===== src/rtl/retire_trace_tx.sv =====
// retire_trace_tx
// Commit-trace transmitter. Every instruction retired at write-back while
// tracing is enabled is captured into a record FIFO together with an 8-bit
// sequence number, then streamed out as four 32-bit words per record on a
// valid/ready interface. Purely observational: the core is never stalled;
// records that find the FIFO full are dropped and counted.
//
// Ports
//   clk, reset            core clock, asynchronous active-high reset
//   trc_en                trace enable (retires ignored when low)
//   ret_valid             an instruction retires this cycle
//   ret_pc, ret_instr     PC and instruction word of the retiring instruction
//   ret_type              one-hot format {j,u,b,s,i,r}
//   ret_rd/rs1/rs2        register indices
//   ret_rd_val            rd value after write-back
//   trc_valid/trc_ready   word stream handshake
//   trc_data              trace word (header, pc, instr, rd_val)
//   trc_sop/trc_eop       first / last word of a record
//   drop_cnt              saturating count of records dropped on full FIFO
//   fifo_level            records currently held
module retire_trace_tx #(
  parameter int unsigned DEPTH = 8
) (
  input  logic                     clk,
  input  logic                     reset,
  input  logic                     trc_en,
  input  logic                     ret_valid,
  input  logic [31:0]              ret_pc,
  input  logic [31:0]              ret_instr,
  input  logic [5:0]               ret_type,
  input  logic [4:0]               ret_rd,
  input  logic [4:0]               ret_rs1,
  input  logic [4:0]               ret_rs2,
  input  logic [31:0]              ret_rd_val,
  output logic                     trc_valid,
  input  logic                     trc_ready,
  output logic [31:0]              trc_data,
  output logic                     trc_sop,
  output logic                     trc_eop,
  output logic [15:0]              drop_cnt,
  output logic [$clog2(DEPTH):0]   fifo_level
);

  localparam int unsigned AW = $clog2(DEPTH);
  localparam logic [AW:0] FULL_LVL = (AW+1)'(DEPTH);
  localparam logic [AW:0] ONE_LVL  = (AW+1)'(1);

  typedef enum logic [2:0] {IDLE, W0, W1, W2, W3} state_t;

  state_t state, state_nxt;

  logic [31:0] mem_hdr   [DEPTH];
  logic [31:0] mem_pc    [DEPTH];
  logic [31:0] mem_instr [DEPTH];
  logic [31:0] mem_val   [DEPTH];

  logic [AW-1:0] wr_ptr, rd_ptr;
  logic [AW:0]   level;
  logic [7:0]    seq;
  logic          lost;

  logic accept, full, push, drop, pop;

  // Full is judged on the registered level, so a pop in the same cycle
  // cannot make room for an arriving retire.
  assign accept = ret_valid & trc_en;
  assign full   = (level == FULL_LVL);
  assign push   = accept & ~full;
  assign drop   = accept & full;
  assign pop    = (state == W3) & trc_ready;

  always_ff @(posedge clk or posedge reset) begin
    if (reset) begin
      wr_ptr   <= '0;
      rd_ptr   <= '0;
      level    <= '0;
      seq      <= '0;
      lost     <= 1'b0;
      drop_cnt <= '0;
    end else begin
      if (push) wr_ptr <= wr_ptr + 1'b1;
      if (pop)  rd_ptr <= rd_ptr + 1'b1;
      case ({push, pop})
        2'b10:   level <= level + 1'b1;
        2'b01:   level <= level - 1'b1;
        default: level <= level;
      endcase
      if (accept) seq <= seq + 8'd1;
      if (drop)      lost <= 1'b1;
      else if (push) lost <= 1'b0;
      if (drop && drop_cnt != 16'hFFFF) drop_cnt <= drop_cnt + 16'd1;
    end
  end

  // Record storage carries no reset; only the pointers define validity.
  always_ff @(posedge clk) begin
    if (push) begin
      mem_hdr[wr_ptr]   <= {seq, ret_type, lost, 2'b00, ret_rd, ret_rs1, ret_rs2};
      mem_pc[wr_ptr]    <= ret_pc;
      mem_instr[wr_ptr] <= ret_instr;
      mem_val[wr_ptr]   <= ret_rd_val;
    end
  end

  always_ff @(posedge clk or posedge reset) begin
    if (reset) state <= IDLE;
    else       state <= state_nxt;
  end

  always_comb begin
    state_nxt = state;
    trc_valid = 1'b0;
    trc_sop   = 1'b0;
    trc_eop   = 1'b0;
    trc_data  = '0;
    case (state)
      IDLE: begin
        if (level != '0) state_nxt = W0;
      end
      W0: begin
        trc_valid = 1'b1;
        trc_sop   = 1'b1;
        trc_data  = mem_hdr[rd_ptr];
        if (trc_ready) state_nxt = W1;
      end
      W1: begin
        trc_valid = 1'b1;
        trc_data  = mem_pc[rd_ptr];
        if (trc_ready) state_nxt = W2;
      end
      W2: begin
        trc_valid = 1'b1;
        trc_data  = mem_instr[rd_ptr];
        if (trc_ready) state_nxt = W3;
      end
      W3: begin
        trc_valid = 1'b1;
        trc_eop   = 1'b1;
        trc_data  = mem_val[rd_ptr];
        // level >= 1 here; after the pop it is non-empty if more remained
        // or a retire is pushed in the same cycle.
        if (trc_ready) state_nxt = ((level != ONE_LVL) || push) ? W0 : IDLE;
      end
      default: state_nxt = IDLE;
    endcase
  end

  assign fifo_level = level;

endmodule


===== config.mk =====
export PLATFORM = sky130hd
export DESIGN_NAME = retire_trace_tx
export DESIGN_NICKNAME = d
export VERILOG_FILES = /design/src/rtl/retire_trace_tx.sv
export SDC_FILE = /design/constraint.sdc
export NUM_CORES = 1
export LEC_CHECK = 0
export CORE_MARGIN = 2
export CORE_UTILIZATION = 45
export CTS_CLUSTER_DIAMETER = 30
export DETAILED_ROUTE_END_ITERATION = 8
export HOLD_SLACK_MARGIN = 0.05
export SETUP_SLACK_MARGIN = 0.2
export SLEW_MARGIN = 20
export SYNTH_ARGS = -nofsm -noshare
export SYNTH_HDL_FRONTEND = slang
export SYNTH_SLANG_ARGS = --single-unit

===== constraint.sdc =====
create_clock -name clk -period 16 [get_ports clk]
set_input_delay 3.2 -clock clk [delete_from_list [all_inputs] [get_ports clk]]
set_output_delay 3.2 -clock clk [all_outputs]
set_load 0.01 [all_outputs]

==> flow_results.org <==
** Floorplanning
- Placeable Area :: 86890 um2
- Effective utilization at floorplan :: 0.4546
- The die covers 90170 um2.
- Vertical extent of the die :: 300.3 um
- Number of standard-cell rows in the floorplan :: 108
- For this design the top-level I/O count stands at 177.
- The floorplan step set the die width to 300.3 um.

** Logic synthesis
- Post-synthesis cell type with the largest combined area :: edfxtp_1
- Share of the synthesized area in compound gates (AO/OA/AOI/OAI) :: 0.02705
- Number of instances in the synthesized netlist :: 1711
- Count of distinct cell types in the synthesized netlist :: 44
- Average cell area after synthesis :: 23.09 um2
- Parity-gate share of the synthesized area counting xor and xnor cells :: 0.006873
- In the synthesized netlist the async set-or-reset flop fraction comes to 0.03633.
- Share of the synthesized area in the top cell type :: 0.7663
- Number of warning messages in the yosys log :: 0
- Counting flops with a built-in enable in the synthesized netlist gives 1008.
- After synthesis the cells add up to 39500 um2.
- Multiplexer fraction of the synthesized cell area :: 0.1451
- Prevailing post-synth register cell :: edfxtp_1
- Sorting the synthesized cells by area gives the leading types as edfxtp_1 77%, mux4_2 14%, dfrtp_1 2.4%.
- Post-Synth Simple-Gate Area :: 0.01733
- Dominant combinational cell family by area after synthesis :: multiplexers
- Syn nets :: 1842
- In this run, synthesis produced a sequential element count of 1046.
- Of the total synthesized cell area, the portion taken by full adders, half adders and majority gates is 0.002851.
- For this run, the register share of the synthesized area comes to 0.7903.

** Setup path
- The critical path contains buffers and inverters numbering 4 combined.
- Data arrival time at the worst-slack endpoint :: 5.43 ns
- Cell type group with the largest total delay on the critical path :: buffers and inverters
- Largest fanout on the critical path :: 44
- For the worst setup path, the data required time is 12.80 ns.
- WS Path Type :: reg -> out
- Worst stage delay on the critical path :: 0.79 ns
- Startpoint type of the worst setup path :: flip-flop
- Worst reg2reg path startpoint :: fifo_level[0]
- Cells along the critical path :: buf_4, buf_4, buf_4, mux4_2, a22oi_1, nand4_1, clkdlybuf4s50_1
- Tracing the worst setup path back leads to its startpoint at rd_ptr[0].
- The slowest stage of the critical path belongs to the cell dfrtp_4.
- The worst setup path is captured at an output pin.
- The cell that appears most often on the critical path is buf_4.
- Setup slack of the worst register-to-register path :: 11.73 ns

** Placed design
- Routability-driven placement finished with a final weighted congestion of 0.7334.
- Detailed Place HPWL :: 49.18 mm
- Count of port buffers added during placement :: 176

** Global routing
- The total overflow left after global routing is 0.
- Entering global routing, the biggest net connects 127 pins.
- Across every metal layer, demand over resource in global routing totals 0.2120.
- First-pass GRT wire length :: 137.1 mm
- The initial antenna violation count came to 29.
- The number of global-route vias before repair came to 20210.

** Final layout
- At the end of the flow the core is filled with cells to 0.5636.
- In the final layout, the share of cells above drive strength 1 is 0.2728.
- Counting the fill cells in the layout gives 6311.
- Across the whole layout, storage elements account for 31230 um2.
- Number of nets in the final layout :: 2140
- P&R area growth vs syn :: 23.98%
- Area occupied by multi-input gates :: 7971 um2

** CTS
- CTS tree :: done
- Clock slew at reported path FFs :: 0.05 ns
- H-tree Lvls :: 4
- Post-CTS Setup Repair Bufs :: 0
- Buffers inserted to repair hold after CTS numbered 0.
- The clock passes through at most 3 buffers.
- Clock tree synthesis inserted a total of 178 buffers.
- Skew-Pair Late Insertion Delay :: 0.76 ns
- Clock Root Buffer :: clkbuf_16
- The tree built by TritonCTS fans out to 1046 sinks.
- Number of gates resized after cts :: 0

** Routing
- Total number of vias :: 19180
- Detailed Route Iter0 Violations :: 1961
- Once detail routing completed, the nets flagged for antenna violations numbered 0.
- DR vias/cell :: 5.764
- The first detailed-routing pass ran for 5 iterations.
- WL final :: 93.68 mm
- Final routed wire length divided by cell count :: 28.15 um
- Post-detailed-route DRC marker count :: 0

** Min path
- Hold_sp :: drop_cnt[0]
- The worst hold path belongs to the class reg -> reg.

** Pwr
- The worst-case IR drop observed on VDD is 94.64 uV.
- Leakage :: 0.01570 uW
- Power density over cell area :: 184.4 nW/um2

** Timing
- For the finished layout, the period the worst path requires is 8.632 ns.
- Setup repair after global routing left no endpoint under its margin.
- Fmax :: 115.9 MHz
- The final hold violation count is 0.
- Final clock skew :: 0.02839 ns
- Post-route fraction of the period consumed by the critical path :: 0.5395
- Final setup vio count :: 0
- Pins Over Slew Limit :: 0
- In the final timing run, aggregate negative setup slack is 0 ns.
- Headroom to the max-slew limit came out at 0.3012.
- Worst Tran Pin Value :: 1.048 ns

** Status
- Status :: finished, final reports clean

** Run
- Reported max-cap violation count :: 0
-- synthesized netlist by cell type (8+ instances only) --
| library cell | instances |
|---|---|
| nand2_1 | 20 |
| mux4_2 | 249 |
| nand3_1 | 9 |
| mux2i_1 | 9 |
| xnor2_1 | 18 |
| dfrtp_1 | 38 |
| clkbuf_1 | 42 |
| edfxtp_1 | 1008 |
| buf_2 | 36 |
| buf_1 | 11 |
| ha_1 | 9 |
| nand4_1 | 39 |
| nor3_1 | 8 |
| a22oi_1 | 122 |
| xor2_1 | 13 |
| nor2_1 | 20 |
-- power breakdown --
part | switching [uW] | internal [uW]
Clock | 1320 | 2530
Sequential | 135 | 3260
Combinational | 930 | 865
Total | 2380 | 6650
-- metrics by stage --
| stage | area [um2] | instances | setup WS (ns) | hold WS (ns) | total power (uW) |
|---|---|---|---|---|---|
| finish | 48970 | 3328 | 7.368 | 0.5200 | 9033 |
| global route | 48960 | 3321 | 6.880 | 0.5480 | 9372 |
| CTS | 48950 | 3318 | 7.078 | 0.5162 | 9143 |
| detailed placement | 42760 | 2984 | 7.883 | 0.5070 | 5283 |
| global placement | 42760 | 2984 | 7.904 | 0.4924 | 5261 |
| floorplan | 39510 | 1711 | 2.901 | 0.5217 | 4622 |
-- cell type report --
class	count	area share
Antenna cell	10	0.0005110
Tap cell	1155	0.02951
Clock buffer	209	0.09570
Inverter	7	0.0005365
Clock inverter	125	0.03068
Multi-Input combinational cell	568	0.1628
Sequential cell	1046	0.6376
Timing Repair Buffer	208	0.04267
-- layout by cell type, fill, tap and decap left out, types with 7 or more instances in the layout --
cell,n
nand2_1,20
nand3_1,9
mux4_2,249
clkbuf_1,25
clkdlybuf4s50_1,176
mux2i_1,9
clkinv_4,12
bufinv_16,26
nor2_1,14
buf_12,7
clkbuf_16,183
nand4_1,39
clkinv_1,22
ha_1,9
clkinv_2,21
a22oi_1,122
xnor2_1,18
edfxtp_1,1008
buf_4,25
clkinvlp_4,21
dfrtp_1,36
inv_6,14
diode_2,10
xor2_1,13
-- worst reg2reg max path: cells and delay by family (launching register included) --
kind | cells | cell delay (ns)
buffers and inverters | 3 | 1.88
adders and majority gates | 1 | 0.27
and+or+nand+nor | 3 | 1.25
DFF | 1 | 0.46
-- path summary, 6_finish.rpt --
kind,end,depth (start not counted)
worst min-delay path,drop_cnt[0],1
max in group asynchronous,rd_ptr[0],3
min in group asynchronous,seq[6],3
worst max register to register,mem_instr[7][2],7
worst max-delay path,trc_data[18],7
worst min register to register,drop_cnt[0],1
-- layer usage --
metal  routed length, um  part of all wire  global-route usage
met3                8633             0.092             0.06966
met2               43690              0.47              0.3218
met5                 180            0.0019                   0
met4                2094             0.022             0.07179
met1               39090              0.42              0.2909
-- sequential cells by signal (all words and copies together) (netlist names) --
signal      cells
drop_cnt       16
wr_ptr          3
mem_pc        256
seq             8
mem_hdr       240
lost            1
state           3
mem_instr     256
mem_val       256
fifo_level      4
rd_ptr          3
-- kinds of logic after synthesis --
logic type | Yosys count
xor+xnor | 31
simple gates | 123
mux | 261
flops | 1046
buf+inv | 97
fa+ha+maj | 9
compound gates | 144
Note: power is estimated with default switching activity, not from simulation.
